==> src/rtl/fft_frame_sequencer_if.sv <==
// Bundles the frame sequencer's sample-load, stage-control and result-unload signals.
// Latency: none; this is wiring only.
// Backpressure: in_valid/in_ready on load and out_valid/out_ready on unload; stage_done completes each stage.
interface fft_frame_sequencer_if #(
    parameter int NUMSTAGES = 5
);
    logic                 start;
    logic                 in_valid;
    logic                 in_ready;
    logic                 load_we;
    logic [NUMSTAGES-1:0] load_addr;
    logic                 en_r;
    logic [2:0]           stage_num_r;
    logic                 stage_done;
    logic                 out_valid;
    logic                 out_ready;
    logic [NUMSTAGES-1:0] out_addr;
    logic                 busy;
    logic                 frame_done;

    // Sequencer side
    modport master (
        input  start, in_valid, stage_done, out_ready,
        output in_ready, load_we, load_addr, en_r, stage_num_r,
               out_valid, out_addr, busy, frame_done
    );

    // Environment side: sample source, stage controller, result sink
    modport slave (
        output start, in_valid, stage_done, out_ready,
        input  in_ready, load_we, load_addr, en_r, stage_num_r,
               out_valid, out_addr, busy, frame_done
    );
endinterface

==> src/rtl/fft_frame_sequencer.sv <==
// Frame controller: bit-reversed load, stage-by-stage FFT run with a one-cycle gap between stages, natural-order unload.
// Latency: load writes combinationally in the accept cycle; all control outputs are registered, one cycle after the causing edge.
// Backpressure: in_valid gates load progress, stage_done gates each stage, out_ready stalls unload; start is ignored while busy.
module fft_frame_sequencer #(
    parameter int NUMSTAGES  = 5,
    parameter int NUMSAMPLES = 32
) (
    input  logic                 clk,
    input  logic                 rst,
    fft_frame_sequencer_if.master bus
);
    typedef enum logic [2:0] {
        S_IDLE,
        S_LOAD,
        S_RUN,
        S_GAP,
        S_UNLOAD
    } state_t;

    localparam logic [NUMSTAGES:0]   LAST_CNT   = (NUMSTAGES+1)'(NUMSAMPLES-1);
    localparam logic [NUMSTAGES-1:0] LAST_ADDR  = NUMSTAGES'(NUMSAMPLES-1);
    localparam logic [2:0]           LAST_STAGE = 3'(NUMSTAGES-1);

    state_t               state_q, state_d;
    logic [NUMSTAGES:0]   cnt_q, cnt_d;
    logic [2:0]           stage_q, stage_d;
    logic                 en_q, en_d;
    logic [NUMSTAGES-1:0] out_addr_q, out_addr_d;
    logic                 out_valid_q, out_valid_d;
    logic                 busy_q, busy_d;
    logic                 frame_done_q, frame_done_d;

    logic                 in_ready_c;
    logic                 load_we_c;
    logic [NUMSTAGES-1:0] load_addr_c;

    // Load side is combinational so a sample is written in the cycle it is accepted.
    assign in_ready_c = (state_q == S_LOAD);
    assign load_we_c  = in_ready_c && bus.in_valid;

    // Write address is the bit-reversed sample count, so memory holds the frame in butterfly order.
    always_comb begin
        load_addr_c = '0;
        for (int i = 0; i < NUMSTAGES; i++) begin
            load_addr_c[i] = cnt_q[NUMSTAGES-1-i];
        end
    end

    // Next-state and counter updates; stage_done only counts while the stage is enabled.
    always_comb begin
        state_d      = state_q;
        cnt_d        = cnt_q;
        stage_d      = stage_q;
        en_d         = en_q;
        out_addr_d   = out_addr_q;
        frame_done_d = 1'b0;
        unique case (state_q)
            S_IDLE: begin
                if (bus.start) begin
                    state_d = S_LOAD;
                    cnt_d   = '0;
                end
            end
            S_LOAD: begin
                if (load_we_c) begin
                    cnt_d = cnt_q + 1'b1;
                    if (cnt_q == LAST_CNT) begin
                        state_d = S_RUN;
                        stage_d = '0;
                        en_d    = 1'b1;
                    end
                end
            end
            S_RUN: begin
                if (en_q && bus.stage_done) begin
                    en_d    = 1'b0;
                    stage_d = stage_q + 1'b1;
                    if (stage_q == LAST_STAGE) begin
                        state_d    = S_UNLOAD;
                        out_addr_d = '0;
                    end else begin
                        state_d = S_GAP;
                    end
                end
            end
            S_GAP: begin
                // One idle cycle lets the stage controller reset its counters.
                state_d = S_RUN;
                en_d    = 1'b1;
            end
            S_UNLOAD: begin
                if (out_valid_q && bus.out_ready) begin
                    out_addr_d = out_addr_q + 1'b1;
                    if (out_addr_q == LAST_ADDR) begin
                        frame_done_d = 1'b1;
                        stage_d      = '0;
                        out_addr_d   = '0;
                        state_d      = S_IDLE;
                    end
                end
            end
            default: begin
                state_d = S_IDLE;
            end
        endcase
        busy_d      = (state_d != S_IDLE);
        out_valid_d = (state_d == S_UNLOAD);
    end

    // State and registered outputs, synchronous reset discards any frame in flight.
    always_ff @(posedge clk) begin
        if (rst) begin
            state_q      <= S_IDLE;
            cnt_q        <= '0;
            stage_q      <= '0;
            en_q         <= 1'b0;
            out_addr_q   <= '0;
            out_valid_q  <= 1'b0;
            busy_q       <= 1'b0;
            frame_done_q <= 1'b0;
        end else begin
            state_q      <= state_d;
            cnt_q        <= cnt_d;
            stage_q      <= stage_d;
            en_q         <= en_d;
            out_addr_q   <= out_addr_d;
            out_valid_q  <= out_valid_d;
            busy_q       <= busy_d;
            frame_done_q <= frame_done_d;
        end
    end

    assign bus.in_ready    = in_ready_c;
    assign bus.load_we     = load_we_c;
    assign bus.load_addr   = load_addr_c;
    assign bus.en_r        = en_q;
    assign bus.stage_num_r = stage_q;
    assign bus.out_valid   = out_valid_q;
    assign bus.out_addr    = out_addr_q;
    assign bus.busy        = busy_q;
    assign bus.frame_done  = frame_done_q;
endmodule
==> src/flat_wrapper.sv <==
// flat-port wrapper written by rule: the top's interface ports become plain ports
module fft_frame_sequencer_flat 
#(
    parameter int NUMSTAGES  = 5,
    parameter int NUMSAMPLES = 32
)
  (clk, rst, bus_start, bus_in_valid, bus_stage_done, bus_out_ready, bus_in_ready, bus_load_we, bus_load_addr, bus_en_r, bus_stage_num_r, bus_out_valid, bus_out_addr, bus_busy, bus_frame_done);
  fft_frame_sequencer_if #(.NUMSTAGES(NUMSTAGES)) bus_i ();
  input  logic clk;
  input  logic rst;
  input wire logic [$bits(bus_i.start)-1:0] bus_start;
  input wire logic [$bits(bus_i.in_valid)-1:0] bus_in_valid;
  input wire logic [$bits(bus_i.stage_done)-1:0] bus_stage_done;
  input wire logic [$bits(bus_i.out_ready)-1:0] bus_out_ready;
  output wire logic [$bits(bus_i.in_ready)-1:0] bus_in_ready;
  output wire logic [$bits(bus_i.load_we)-1:0] bus_load_we;
  output wire logic [$bits(bus_i.load_addr)-1:0] bus_load_addr;
  output wire logic [$bits(bus_i.en_r)-1:0] bus_en_r;
  output wire logic [$bits(bus_i.stage_num_r)-1:0] bus_stage_num_r;
  output wire logic [$bits(bus_i.out_valid)-1:0] bus_out_valid;
  output wire logic [$bits(bus_i.out_addr)-1:0] bus_out_addr;
  output wire logic [$bits(bus_i.busy)-1:0] bus_busy;
  output wire logic [$bits(bus_i.frame_done)-1:0] bus_frame_done;
  assign bus_i.start = bus_start;
  assign bus_i.in_valid = bus_in_valid;
  assign bus_i.stage_done = bus_stage_done;
  assign bus_i.out_ready = bus_out_ready;
  assign bus_in_ready = bus_i.in_ready;
  assign bus_load_we = bus_i.load_we;
  assign bus_load_addr = bus_i.load_addr;
  assign bus_en_r = bus_i.en_r;
  assign bus_stage_num_r = bus_i.stage_num_r;
  assign bus_out_valid = bus_i.out_valid;
  assign bus_out_addr = bus_i.out_addr;
  assign bus_busy = bus_i.busy;
  assign bus_frame_done = bus_i.frame_done;
  fft_frame_sequencer #(.NUMSTAGES(NUMSTAGES), .NUMSAMPLES(NUMSAMPLES)) u_core (.clk(clk), .rst(rst), .bus(bus_i));
endmodule
==> config.mk <==
export PLATFORM = sky130hd
export DESIGN_NAME = fft_frame_sequencer_flat
export DESIGN_NICKNAME = d
export VERILOG_FILES = /design/src/rtl/fft_frame_sequencer_if.sv /design/src/rtl/fft_frame_sequencer.sv /design/src/flat_wrapper.sv
export SDC_FILE = /design/constraint.sdc
export NUM_CORES = 1
export LEC_CHECK = 0
export CELL_PAD_IN_SITES_DETAIL_PLACEMENT = 0
export CELL_PAD_IN_SITES_GLOBAL_PLACEMENT = 1
export CORE_ASPECT_RATIO = 0.75
export CORE_UTILIZATION = 34
export DETAILED_ROUTE_END_ITERATION = 8
export HOLD_SLACK_MARGIN = 0.02
export PLACE_DENSITY = 0.78
export SETUP_SLACK_MARGIN = 0.1
export SYNTH_ARGS = -nofsm -noshare
export SYNTH_HDL_FRONTEND = slang
export SYNTH_SLANG_ARGS = --single-unit
==> constraint.sdc <==
create_clock -name clk -period 2.1 [get_ports clk]
set_clock_uncertainty 0.2 [all_clocks]
set_input_delay 0.315 -clock clk [delete_from_list [all_inputs] [get_ports clk]]
set_output_delay 0.315 -clock clk [all_outputs]
set_load 0.02 [all_outputs]
== After elaboration in Yosys (flattened, before gate mapping) ==
Cells that the tools add are included.

* Shift-type cells: 0
* $mul: 0
* Divide/modulo/power cells: 0
* Multiplexer cells: 27
* Add/subtract/negate cells: 3
* Order comparisons: 0
* Bitwise logic cells: 2
* Equality and inequality tests: 15
* Reductions and logical operators: 14

{| class="wikitable"
|+ Operators with widths
! kind !! count
|-
| 3-bit two-way mux || 12
|-
| 5-bit two-way mux || 4
|-
| 3-bit one-hot mux with 5 select lines || 1
|-
| 6-bit two-way mux || 2
|-
| 6-bit one-hot mux with 2 select lines || 1
|-
| 5-bit one-hot mux with 2 select lines || 1
|-
| 3-bit equality test (second input constant) || 3
|-
| 3-bit one-hot mux with 3 select lines || 1
|-
| 3-bit nonzero test || 3
|-
| 2-bit by 1-bit != test with 1-bit output (second input constant) || 4
|-
| 4-bit AND reduction || 2
|-
| 6-bit by 1-bit adder with 6-bit output (second input constant) || 1
|-
| 3-bit by 2-bit equality test with 1-bit output (second input constant) || 2
|-
| 6-bit by 5-bit equality test with 1-bit output (second input constant) || 1
|-
| 2-bit != test (second input constant) || 3
|-
| 6-bit AND reduction || 1
|-
| 5-bit by 1-bit adder with 5-bit output (second input constant) || 1
|-
| 5-bit equality test (second input constant) || 1
|-
| 1-bit two-way mux || 4
|-
| 2-bit nonzero test || 2
|-
| 3-bit by 1-bit adder with 3-bit output (second input constant) || 1
|-
| 3-bit by 1-bit equality test with 1-bit output (second input constant) || 1
|-
| 1-bit logical AND || 3
|-
| 3-bit zero test || 1
|-
| other kinds (4) || 5
|}

* Bits in latches: 0
* Flip-flop bits (word level): 21
* Bits in writable memories: 0
* Output and inout port bits: 19
* Memory bits (read-only): 0
* Input port bits: 6
* Word-level logic and storage cells: 69
* Memories: 0

== Longest topological paths before layout ==
* Word-level depth: 5
* Gate-level depth with buffers: 7
* Mapped depth without buffers: 7

== Worst setup path after synthesis ==
OpenSTA, ideal clock, no wires.

* Kind: flip-flop to flip-flop
* From: register u_core.out_addr_q[0] (netlist: u_core.bus.out_addr[0])
* To: register u_core.out_addr_q[2] (netlist: u_core.bus.out_addr[2])
* Buffers on the path: 0
* Required time: 1.829 ns
* Clock period less this slack: 2.162 ns
* Setup slack: -0.062 ns
* Arrival: 1.891 ns
* Cell stages (with the launch flop): 8
* Library setup time: 0.071 ns
* Path through: dfxtp_1 ha_1 and3_1 ha_1 nor4b_4 nand3_2 or3b_1 a21oi_1

* Word-level cells in the longest chain between the ends: 4
* Elaborated cells between the ends (all ways): 5
* Classes of those cells: add/sub: 1; eq/ne: 1; mux: 3

{| class="wikitable"
|+ Ends and longest elaborated chain
! element !! RTL line !! text
|-
| start: declaration || fft_frame_sequencer.sv:28 || <nowiki>logic [NUMSTAGES-1:0] out_addr_q, out_addr_d;</nowiki>
|-
| start signal: assignment || fft_frame_sequencer.sv:126 || <nowiki>out_addr_q <= out_addr_d;</nowiki>
|-
| 5-bit by 1-bit adder with 5-bit output / 5-bit equality test (equally long branches) || fft_frame_sequencer.sv:93, fft_frame_sequencer.sv:94 ||
|-
| 5-bit two-way mux * || fft_frame_sequencer.sv:94 || <nowiki>if (out_addr_q == LAST_ADDR) begin</nowiki>
|-
| 5-bit two-way mux * || fft_frame_sequencer.sv:92 || <nowiki>if (out_valid_q && bus.out_ready) begin</nowiki>
|-
| 5-bit one-hot mux with 2 select lines * || fft_frame_sequencer.sv:57 || <nowiki>unique case (state_q)</nowiki>
|}

Mark *: on every way between the ends. The rest lies on a longest branch, timed or not. The select of a mux whose other input is x is not followed.
A chain may end at the register's enable or synchronous reset.

== Final worst setup path ==
* From: register u_core.out_addr_q[1] (netlist: u_core.bus.out_addr[1])
* To: register u_core.out_addr_q[2] (netlist: u_core.bus.out_addr[2])

Same word-level chain as after synthesis.

==> qor.csv <==
metric;value;unit
detail-route-antenna-nets;0;
tightest_slew;465;ps
grt_pass1_wl;4820;µm
ys_types;43;
path_max_fanout;3;
seqCellArea;432;µm²
hold_buffers;0;
setup_viol;0;
switchingPower;0.185;mW
routed-via-count;1126;
p_comb_share;10.9;%
yosys.area_share.simple;30.6;%
cts_tree;built;
maxCapViolCount;0;
power_density;461;nW/µm²
fmax;505;MHz
viasPerCell;5.36;
synthFlopType;dfxtp_1;
fillers;315;
worstReg2RegEnd;u_core.bus.out_addr[2];
clk-insertion-delay-late;270;ps
synth_top_family_by_area;simple AND/OR/NAND/NOR gates;
final_cell_mix;clkdlybuf4s50_1, buf_4, dfxtp_1;
hpwl;2110;µm
dp_cells;198;
synth_xor_area_share;1.46;%
required;2100;ps
start_util;36.0;%
drtPass1Iterations;4;
ios;25;
cts_inserted_buffers;3;
postSynthCellCount;133;
status;finished clean;
final_area;1650;µm²
rows;18;
whs;306;ps
drc;0;
post_route_cells_drive_above_1_share;24.1;%
port_buffers;24;
h-tree-depth;1;
synth-seq-area-share;35.0;%
synth-compound-area-share;18.7;%
seqPwrFrac;52.9;%
p_leak;0.597;nW
avgSynthCellArea;9.02;µm²
cts_max_path_buffers;2;
grt_pass1_vias;1075;
dpl_cell_area;1510;µm²
area.growth.synth_to_final;37.5;%
clk_transition_reported_paths;80;ps
ys_ff_latch;21;
clockPowerShare;36.2;%
crit_type;flop to flop;
netlist_area;1200;µm²
cp.arrival;1980;ps
async_flop_share;0;%
grt-ovfl-total;0;
track_usage;16.6;%
p_sw_share;24.3;%
slew_viol_final;0;
endpoint_kind;flop;
synth-edff-count;0;
grt_max_degree;12;
place_congestion;0.844;
syn_nets;144;
cp-start-kind;flop;
dieArea;3770;µm²
crit_path_start;u_core.bus.out_addr[1];
antennaDiodeCount;0;
intPower;0.576;mW
final_common_cell;clkdlybuf4s50_1;
antenna_found_initial;0;
crit-reg2reg-launch;u_core.bus.out_addr[1];
final_hold_viol_count;0;
relSlewSlack;68.9;%
min_path_type;flop to flop;
root_buffer;clkbuf_8;
multi_input_area;713;µm²
synthAdderAreaFrac;5.21;%
drt-initial-drc-count;59;
yosys_warnings;0;
stdcell_count;210;
finalPower;0.760;mW
core_area;3330;µm²
avgRoutedWirePerCell;13.6;µm
clkSinkCount;21;
r2r_cells;7;
worstHoldStart;u_core.bus.en_r;
fin_crit;1980;ps
die_w;70.6;µm
rsz0062_at_grt;true;
nets;182;
synthMuxAreaShare;0;%
die_h;53.4;µm
drt-total-wl;2850;µm
irDropWorstVdd;224;µV
period_share;94.3;%
cp-endpoint;u_core.bus.out_addr[2];
worst-r2r-setup-slack;120;ps
[metal layers]
metal	global-route usage, %	share of wire, %	vias to the layer above
met2	26.7	42	29
li1	-	-	556
met1	22.2	52	538
met5	0	0	-
met4	4.00	0.67	0
met3	4.38	5.5	3
[power by group through the flow]
stage	logic, mW	clock network (mW)	registers [mW]
after floorplan	0.0409	0	0.417
after global placement	0.0833	0	0.413
final	0.0832	0.275	0.402
after global routing	0.0894	0.304	0.403
after detailed placement	0.0845	0	0.413
after CTS	0.0831	0.280	0.402
[cell families after synthesis]
logic type | count (synthesis)
compound gates | 33
xor+xnor | 2
fa+ha+maj | 5
buf+inv | 18
flops | 21
simple gates | 54
[cell usage after synthesis, drive strengths merged, types with 3 or more instances]
master / count / area [µm²]
nand3b: 3 / 22.5
a21oi: 9 / 45.0
dfxtp: 21 / 420
nor2: 10 / 37.5
a32o: 3 / 30.0
buf: 9 / 75.1
o31ai: 3 / 22.5
ha: 5 / 62.6
inv: 7 / 26.3
nor3: 6 / 30.0
nor3b: 5 / 42.5
nor2b: 3 / 18.8
nand2: 5 / 18.8
nand3: 3 / 20.0
and3: 4 / 25.0
nand4: 3 / 18.8
a211oi: 4 / 30.0
o21ai: 5 / 25.0
[area by class of cell]
class	instances	area share, %
clock buffer	4	2.73
inverter	7	1.59
multi-input combinational	94	43.2
sequential	21	26.2
tap	40	3.03
timing repair buffer	44	23.3
[metrics by stage]
| stage | setup TNS, ps | worst slack, ps | util (%) |
|---|---|---|---|
| after detailed placement | -190 | -190 | 45.2 |
| after floorplan | 0 | 101 | - |
| final | 0 | 120 | 49.5 |
| after global placement | -171 | -171 | 45.2 |
| after CTS | 0 | 68.4 | 49.0 |
| after global routing | 0 | 23.4 | 49.5 |
[flip-flops by register name, indices dropped and copies added (netlist names)]
| name | flops |
|---|---|
| u_core.bus.stage_num_r | 3 |
| u_core.bus.out_addr | 5 |
| u_core.cnt_q | 6 |
| u_core.state_q | 3 |
| u_core.bus.busy | 1 |
| u_core.bus.frame_done | 1 |
| u_core.bus.out_valid | 1 |
| u_core.bus.en_r | 1 |
[worst max-delay path: stages, from the launching register on]
cell	delay, ps
dfxtp_4	360
ha_4	150
and3_4	180
ha_4	160
nor4b_4	240
nand3_2	120
or3b_1	360
a21oi_1	150
[repair_timing]
item                       4_1_cts  5_1_grt
pin swaps                        6        2
resized for setup                7        7
setup endpoints to repair        5        6
buffers inserted                 7        1
[worst min-delay path by stage]
stage / end / slack [ps] / cells after the start
final: u_core.bus.en_r / 310 / 2
after global routing: u_core.bus.en_r / 340 / 2
after CTS: u_core.bus.en_r / 310 / 2
after detailed placement: u_core.bus.out_addr[3] / 290 / 2
after global placement: u_core.bus.en_r / 290 / 2
after floorplan: u_core.cnt_q[2] / 290 / 2
(Power assumes the default switching activity.)
